**src/rtl/mouse_region_ctl.sv**
```systemverilog
// Programs a mouse controller's cursor window from a table of regions, with optional recentre.
// Writes are strobed one per (GAP_CYCLES+1) cycles; requests made while busy merge into a single pending re-run.
module mouse_region_ctl #(
  parameter int NUM_REGIONS = 2,
  parameter int VALUE_WIDTH = 12,
  parameter logic [NUM_REGIONS*VALUE_WIDTH-1:0] REGION_MIN_X = {12'd361, 12'd0},
  parameter logic [NUM_REGIONS*VALUE_WIDTH-1:0] REGION_MAX_X = {12'd661, 12'd1023},
  parameter logic [NUM_REGIONS*VALUE_WIDTH-1:0] REGION_MIN_Y = {12'd367, 12'd0},
  parameter logic [NUM_REGIONS*VALUE_WIDTH-1:0] REGION_MAX_Y = {12'd667, 12'd767},
  parameter int GAP_CYCLES = 3,
  parameter int RECENTRE = 1,
  localparam int SEL_W = (NUM_REGIONS > 1) ? $clog2(NUM_REGIONS) : 1
) (
  input  logic                   pclk,
  input  logic                   rst,
  input  logic [SEL_W-1:0]       region_sel,
  input  logic                   reload,
  output logic                   setmin_x,
  output logic                   setmax_x,
  output logic                   setmin_y,
  output logic                   setmax_y,
  output logic                   setx,
  output logic                   sety,
  output logic [VALUE_WIDTH-1:0] value,
  output logic                   busy,
  output logic                   done,
  output logic [SEL_W-1:0]       active_region,
  output logic                   sel_error
);

  localparam int NSLOT = 1 << SEL_W;
  localparam int NWR = (RECENTRE != 0) ? 6 : 4;
  localparam logic [2:0] LAST_IDX = 3'(NWR - 1);
  localparam logic [3:0] GAP_LOAD = 4'((GAP_CYCLES == 0) ? 0 : GAP_CYCLES - 1);
  localparam logic [SEL_W:0] NREG = (SEL_W + 1)'(NUM_REGIONS);

  typedef enum logic [1:0] {S_IDLE, S_WRITE, S_GAP, S_DONE} state_t;

  state_t state, nxt_state;

  logic [VALUE_WIDTH-1:0] min_x_a [NSLOT];
  logic [VALUE_WIDTH-1:0] max_x_a [NSLOT];
  logic [VALUE_WIDTH-1:0] min_y_a [NSLOT];
  logic [VALUE_WIDTH-1:0] max_y_a [NSLOT];
  logic [VALUE_WIDTH-1:0] cx_a    [NSLOT];
  logic [VALUE_WIDTH-1:0] cy_a    [NSLOT];

  // Unused slots up to the next power of two read as zero so the selector never indexes past the table.
  for (genvar i = 0; i < NSLOT; i++) begin : g_slot
    if (i < NUM_REGIONS) begin : g_real
      assign min_x_a[i] = REGION_MIN_X[i*VALUE_WIDTH +: VALUE_WIDTH];
      assign max_x_a[i] = REGION_MAX_X[i*VALUE_WIDTH +: VALUE_WIDTH];
      assign min_y_a[i] = REGION_MIN_Y[i*VALUE_WIDTH +: VALUE_WIDTH];
      assign max_y_a[i] = REGION_MAX_Y[i*VALUE_WIDTH +: VALUE_WIDTH];
      assign cx_a[i] = VALUE_WIDTH'(({1'b0, min_x_a[i]} + {1'b0, max_x_a[i]}) >> 1);
      assign cy_a[i] = VALUE_WIDTH'(({1'b0, min_y_a[i]} + {1'b0, max_y_a[i]}) >> 1);
    end else begin : g_pad
      assign min_x_a[i] = '0;
      assign max_x_a[i] = '0;
      assign min_y_a[i] = '0;
      assign max_y_a[i] = '0;
      assign cx_a[i]    = '0;
      assign cy_a[i]    = '0;
    end
  end

  logic [SEL_W-1:0] target;
  logic [2:0]       wr_idx;
  logic [3:0]       gap_cnt;
  logic             pending;
  logic             init_req;
  logic             err_hold;

  logic             in_range, last_wr, idle_req, busy_req;
  logic             start, advance, enter_gap, set_pend, oor_req;
  logic [SEL_W-1:0] start_sel, ld_sel;
  logic [2:0]       ld_idx;
  logic [VALUE_WIDTH-1:0] ld_val;

  assign in_range = ({1'b0, region_sel} < NREG);
  assign last_wr  = (wr_idx == LAST_IDX);
  // Once an out-of-range selection has been flagged, holding it does not re-flag every cycle.
  assign idle_req = reload | ((region_sel != active_region) & (in_range | ~err_hold));
  assign busy_req = reload | ((region_sel != target) & (in_range | ~err_hold));

  always_comb begin
    nxt_state = state;
    start     = 1'b0;
    start_sel = region_sel;
    advance   = 1'b0;
    enter_gap = 1'b0;
    set_pend  = 1'b0;
    oor_req   = 1'b0;
    case (state)
      S_IDLE: begin
        if (init_req) begin
          start     = 1'b1;
          start_sel = '0;
          nxt_state = S_WRITE;
        end else if (idle_req) begin
          if (in_range) begin
            start     = 1'b1;
            nxt_state = S_WRITE;
          end else begin
            oor_req = 1'b1;
          end
        end
      end
      S_WRITE, S_GAP: begin
        if (busy_req) begin
          set_pend = in_range;
          oor_req  = ~in_range;
        end
        if (state == S_WRITE) begin
          if (GAP_CYCLES != 0) begin
            nxt_state = last_wr ? S_GAP : S_GAP;
            enter_gap = 1'b1;
          end else if (last_wr) begin
            nxt_state = S_DONE;
          end else begin
            advance = 1'b1;
          end
        end else if (gap_cnt == 4'd0) begin
          if (last_wr) begin
            nxt_state = S_DONE;
          end else begin
            nxt_state = S_WRITE;
            advance   = 1'b1;
          end
        end
      end
      S_DONE: begin
        nxt_state = S_IDLE;
        if (pending | busy_req) begin
          if (in_range) begin
            start     = 1'b1;
            nxt_state = S_WRITE;
          end else begin
            oor_req = 1'b1;
          end
        end
      end
      default: nxt_state = S_IDLE;
    endcase
  end

  assign ld_sel = start ? start_sel : target;
  assign ld_idx = start ? 3'd0 : 3'(wr_idx + 3'd1);

  always_comb begin
    ld_val = '0;
    case (ld_idx)
      3'd0:    ld_val = min_x_a[ld_sel];
      3'd1:    ld_val = max_x_a[ld_sel];
      3'd2:    ld_val = min_y_a[ld_sel];
      3'd3:    ld_val = max_y_a[ld_sel];
      3'd4:    ld_val = cx_a[ld_sel];
      default: ld_val = cy_a[ld_sel];
    endcase
  end

  always_ff @(posedge pclk) begin
    if (rst) begin
      state         <= S_IDLE;
      target        <= '0;
      wr_idx        <= '0;
      gap_cnt       <= '0;
      value         <= '0;
      active_region <= '0;
      pending       <= 1'b0;
      init_req      <= 1'b1;
      err_hold      <= 1'b0;
      sel_error     <= 1'b0;
    end else begin
      state    <= nxt_state;
      init_req <= 1'b0;
      if (start || advance) begin
        value  <= ld_val;
        wr_idx <= ld_idx;
      end
      if (start) target <= start_sel;
      if (enter_gap) gap_cnt <= GAP_LOAD;
      else if (state == S_GAP) gap_cnt <= gap_cnt - 4'd1;
      if (nxt_state == S_DONE) active_region <= target;
      if (state == S_DONE) pending <= 1'b0;
      else if (set_pend) pending <= 1'b1;
      sel_error <= oor_req;
      if (oor_req) err_hold <= 1'b1;
      else if (in_range) err_hold <= 1'b0;
    end
  end

  assign busy     = (state == S_WRITE) || (state == S_GAP);
  assign done     = (state == S_DONE);
  assign setmin_x = (state == S_WRITE) && (wr_idx == 3'd0);
  assign setmax_x = (state == S_WRITE) && (wr_idx == 3'd1);
  assign setmin_y = (state == S_WRITE) && (wr_idx == 3'd2);
  assign setmax_y = (state == S_WRITE) && (wr_idx == 3'd3);
  assign setx     = (state == S_WRITE) && (wr_idx == 3'd4);
  assign sety     = (state == S_WRITE) && (wr_idx == 3'd5);

endmodule

```
**config.mk**
```make
export PLATFORM = sky130hd
export DESIGN_NAME = mouse_region_ctl
export DESIGN_NICKNAME = d
export VERILOG_FILES = /design/src/rtl/mouse_region_ctl.sv
export SDC_FILE = /design/constraint.sdc
export NUM_CORES = 1
export LEC_CHECK = 0
export ABC_AREA = 0
export CAP_MARGIN = 10
export CELL_PAD_IN_SITES_DETAIL_PLACEMENT = 0
export CELL_PAD_IN_SITES_GLOBAL_PLACEMENT = 1
export CORE_MARGIN = 3
export CORE_UTILIZATION = 35
export DETAILED_ROUTE_END_ITERATION = 7
export GPL_TIMING_DRIVEN = 0
export PLACE_DENSITY_LB_ADDON = 0.08
export SETUP_SLACK_MARGIN = 0.5
export SLEW_MARGIN = 40
export SYNTH_ARGS = -nofsm -noshare
export SYNTH_HDL_FRONTEND = slang
export SYNTH_SLANG_ARGS = --single-unit
```
**constraint.sdc**
```tcl
create_clock -name pclk -period 2.5 [get_ports pclk]
set_clock_uncertainty 0.2 [all_clocks]
set_input_delay 0.5 -clock pclk [delete_from_list [all_inputs] [get_ports pclk]]
set_output_delay 0.5 -clock pclk [all_outputs]
set_load 0.01 [all_outputs]
```
Word-level counts from Yosys, hierarchy flattened. Cells that the tools add are included. W data, S select, Z words.

Register bits: 25. Input bits: 4. Logic and storage cells: 91.

Add/subtract/negate cells: 2. $lt $le $gt $ge: 1. Equal/unequal tests: 15. Multiplexer cells: 44. Bitwise logic cells: 4. Reductions and logical operators: 16.

Operators with widths (count): $mux W12 (12); $pmux W12 S5 (1); $mux W9 (3); $mux W1 (16); $mux W2 (7); $eq A3 B2 Y1 const B (4); $mux W10 (1); $eq A3 B3 Y1 const B (3); $mux W7 (1); $eq A2 B2 Y1 const B (3); $eq A3 B1 Y1 const B (2); $logic_and A1 B1 Y1 (6); $logic_not A3 Y1 (2); $pmux W2 S3 (1); $reduce_or A2 Y1 (3); $logic_not A4 Y1 (1); $sub A4 B1 Y4 const B (1); $add A3 B1 Y3 const B (1); $mux W3 (1); $or A1 B1 Y1 (3); $eq A2 B1 Y1 const B (1); $ge A2 B2 Y1 const B (1); $logic_not A2 Y1 (1); $logic_or A1 B1 Y1 (2); 4 further kinds (5).

Logic depth before layout (Yosys ltp).
Depth after elaboration: 11. Mapped depth: 9. Mapped depth without buffers: 7.

Worst setup path before layout. Ideal clock, no wire load.

Kind: register to register. Start: register wr_idx[0]. End: register value[8]. Data arrival time: 1.907 ns. Required time: 2.229 ns. Path slack: 0.322 ns. Stages on the path, launching flop included: 9. Path through: dfxtp_1 -> clkbuf_1 -> inv_1 -> ha_1 -> nand2b_1 -> a21boi_0 -> or3_1 -> a21o_1 -> a21oi_1.

Longest elaborated chain between the ends: 6.

RTL lines: start: declaration (line 68) `logic [2:0] wr_idx;`; start signal: assignment (line 179) `wr_idx <= ld_idx;`; parallel branches: the longest is 6 deep, another holds $add A3 B1 Y3; end signal: assignment (line 178) `value <= ld_val;`; end: declaration (line 24) `output logic [VALUE_WIDTH-1:0] value,`.

Parallel ways; which one is timed is not known. A chain may end at the register's enable or synchronous reset.

Final worst setup path.
Start: register state[1]. End: output port setmin_x.

Longest elaborated chain between the ends: 2.

RTL lines: start: declaration (line 39) `state_t state, nxt_state;`; start signal: assignment (line 175) `state <= nxt_state;`; $eq A2 B1 Y1 (line 195) `assign setmin_x = (state == S_WRITE) && (wr_idx == 3'd0);`; $logic_and A1 B1 Y1 (line 195); end: declaration (line 18) `output logic setmin_x,`.

Every way passes these cells.

==> impl_metrics.env <==
export IMPL_outcome="finished, final reports clean"
export IMPL_detail_route_antenna_nets=0
export IMPL_synth_warn=0
export IMPL_ys_async_sr_fraction_pct=0
export IMPL_post_route_drc_count=0
export IMPL_dpl_cell_area_sq_um=1670
export IMPL_setup_violations=0
export IMPL_n_antenna_cell=0
export IMPL_yosys_register_bits=22
export IMPL_area_growth_syn_to_layout_pct=49.2
export IMPL_nets=226
export IMPL_crit_type="register to primary output"
export IMPL_min_delay_start="value[7]$_SDFFE_PP0P_"
export IMPL_grt_pass1_vias=1112
export IMPL_design_power_total_mw=1.18
export IMPL_pleak_nw=0.808
export IMPL_clock_tree_htree_level_count=1
export IMPL_clk_transition_reported_paths_ns=0.08
export IMPL_worst_setup_path_start_kind="register"
export IMPL_timing_hold_violations_final=0
export IMPL_regToRegStartpoint="state[1]$_SDFF_PP0_"
export IMPL_antenna_violations_before_repair=0
export IMPL_route_final_wire_length_um=3360
export IMPL_post_route_min_period_ns=2.02
export IMPL_max_clock_freq_mhz=495
export IMPL_max_cap_violations=0
export IMPL_avg_synthesized_cell_area_sq_um=8.54
export IMPL_detailedRoute_firstPassIterationCount=6
export IMPL_fin_area_sq_um=2040
export IMPL_numCtsBuffers=3
export IMPL_irDropWorstVdd_mv=0.332
export IMPL_grt_max_degree=12
export IMPL_launching_instance_or_port_of_the_critical_path="state[1]$_SDFF_PP0_"
export IMPL_die_height_um=68.5
export IMPL_clk_latency_ns=0.26
export IMPL_initial_core_utilization_pct=36.8
export IMPL_ios=26
export IMPL_vias_per_cell=4.98
export IMPL_synthDistinctLibCells=42
export IMPL_synth_cell_area_sq_um=1370
export IMPL_critPathCaptureType="primary output"
export IMPL_library_cell_used_as_clock_root_buffer="sky130_fd_sc_hd__clkbuf_8"
export IMPL_path_max_fanout=6
export IMPL_track_usage_pct=14.6
export IMPL_unrepaired_setup_endpoints_after_global_routing="yes"
export IMPL_cts_tree="done"
export IMPL_post_route_cells_drive_above_1_share_pct=41.3
export IMPL_synth_edf_count=0
export IMPL_design_core_area_sq_um=3720
export IMPL_yosys_most_used_dff="sky130_fd_sc_hd__dfxtp_1"
export IMPL_layout_cells_most_common="sky130_fd_sc_hd__buf_4"
export IMPL_wire_per_inst_um=13.1
export IMPL_synthesis_instances=160
export IMPL_timing_hold_ws_ns=0.258
export IMPL_fp_dieArea_sq_um=4690
export IMPL_synth_sequential_area_ratio_pct=32.2
export IMPL_overflow=0
export IMPL_num_rows=22
export IMPL_detailed_place_hpwl_um=2250
export IMPL_timing_critical_path_required_ns=1.80
export IMPL_cp_arrival_ns=1.32
export IMPL_hold_path_class="register to register"
export IMPL_cts_path_max_buffers=2
export IMPL_min_period_over_period_pct=80.7
export IMPL_tritoncts_num_sinks=22
export IMPL_drt_iter0_drc=30
export IMPL_routed_via_count=1275
export IMPL_commonest_non_fill_non_tap_cells_in_the_layout="sky130_fd_sc_hd__buf_4 (25), sky130_fd_sc_hd__dfxtp_1 (16), sky130_fd_sc_hd__nand2_1 (14), sky130_fd_sc_hd__clkdlybuf4s50_1 (12), sky130_fd_sc_hd__nor2_1 (11)"
export IMPL_number_of_input_and_output_port_buffers_inserted=22
export IMPL_die_width_um=68.5
export IMPL_wire_length_of_the_first_global_routing_pass_um=5210
export IMPL_gp_congestion=0.726
export IMPL_finalSetupTns_ns=0
export IMPL_final_max_slew_violation_count=0
export IMPL_powerDensity_nw_per_um2=580
cells in the mapped netlist, types with 5 or more instances:
cell type,n,share of area [%]
sky130_fd_sc_hd__a21oi_1,10,3.7
sky130_fd_sc_hd__clkbuf_1,5,1.4
sky130_fd_sc_hd__dfxtp_1,22,32
sky130_fd_sc_hd__nand2_1,14,3.8
sky130_fd_sc_hd__nor3_1,5,1.8
sky130_fd_sc_hd__nor2_1,13,3.6
sky130_fd_sc_hd__inv_1,9,2.5
sky130_fd_sc_hd__ha_1,12,11
sky130_fd_sc_hd__nor2b_1,6,2.7
sky130_fd_sc_hd__o21ai_0,5,1.8
cell families (layout without fill, tap and decap cells):
group | count (synthesis) | after routing | share of synthesized area, %
other | 1 | 3 | 0.274
adders and majority gates | 12 | 12 | 11.0
buffers and inverters | 22 | 68 | 7.97
AOI/OAI and AO/OA | 38 | 38 | 21.9
xor gates and xnor gates | 6 | 6 | 3.85
DFF | 22 | 22 | 32.2
and+or+nand+nor | 59 | 59 | 22.8
path summary, 6_finish.rpt:
check	to	slack [ns]	cells after the start
max	setmin_x	0.48	6
min	value[7]$_SDFFE_PP0P_	0.26	2
max reg2reg	value[8]$_SDFFE_PP0P_	0.51	9
min reg2reg	value[7]$_SDFFE_PP0P_	0.26	2
registers in the layout (all words and copies together) (netlist names):
| name | flops |
|---|---|
| value | 9 |
| gap_cnt | 4 |
| wr_idx | 3 |
| state | 2 |
| active_region | 1 |
| init_req | 1 |
| pending | 1 |
| target | 1 |
critical path, stage by stage (launching register included):
cell and delay [ns]:
sky130_fd_sc_hd__dfxtp_2 0.35, sky130_fd_sc_hd__inv_2 0.06, sky130_fd_sc_hd__ha_4 0.15, sky130_fd_sc_hd__buf_6 0.12, sky130_fd_sc_hd__nor2b_4 0.12, sky130_fd_sc_hd__and2_1 0.13
sky130_fd_sc_hd__buf_2 0.13
timing repair:
item                                    in CTS  in global routing
endpoints found under the setup margin      23                 23
hold buffers                                 0                  0
setup buffers                                7                 14
gates resized for setup                     54                 32
pin swaps                                    2                  7
layout make-up:
cell class / instances / area, sq um
fillers: 351 / 1680
flip-flops and latches: 22 / 453
repair buffers: 43 / 339
clock buffers: 3 / 41.3
well taps: 48 / 60.1
inverters: 9 / 37.5
plain buffers: 13 / 115
multi-input cells: 118 / 992
power by group:
group	switching, mW	internal, mW	total, mW
Sequential	0.0349	0.391	0.426
Combinational	0.250	0.284	0.534
Clock	0.115	0.108	0.222
routing by layer:
metal	routed length (um)	vias up	share of wire (%)	global-route usage, %
li1	-	641	-	-
met1	1650	588	49	21.1
met2	1540	36	46	21.8
met3	116	10	3.4	2.13
met4	59	0	1.8	5.21
met5	0	-	0	0
per-stage QoR:
step / setup slack, ns / instances / util, %
detailed placement: 0.0706 / 232 / 44.9
global route: 0.407 / 256 / 54.8
finish: 0.481 / 256 / 54.8
floorplan: 0.501 / 162 / -
CTS: 0.425 / 242 / 49.2
global placement: 0.0659 / 232 / 44.9
Note: power is estimated with default switching activity, not from simulation.
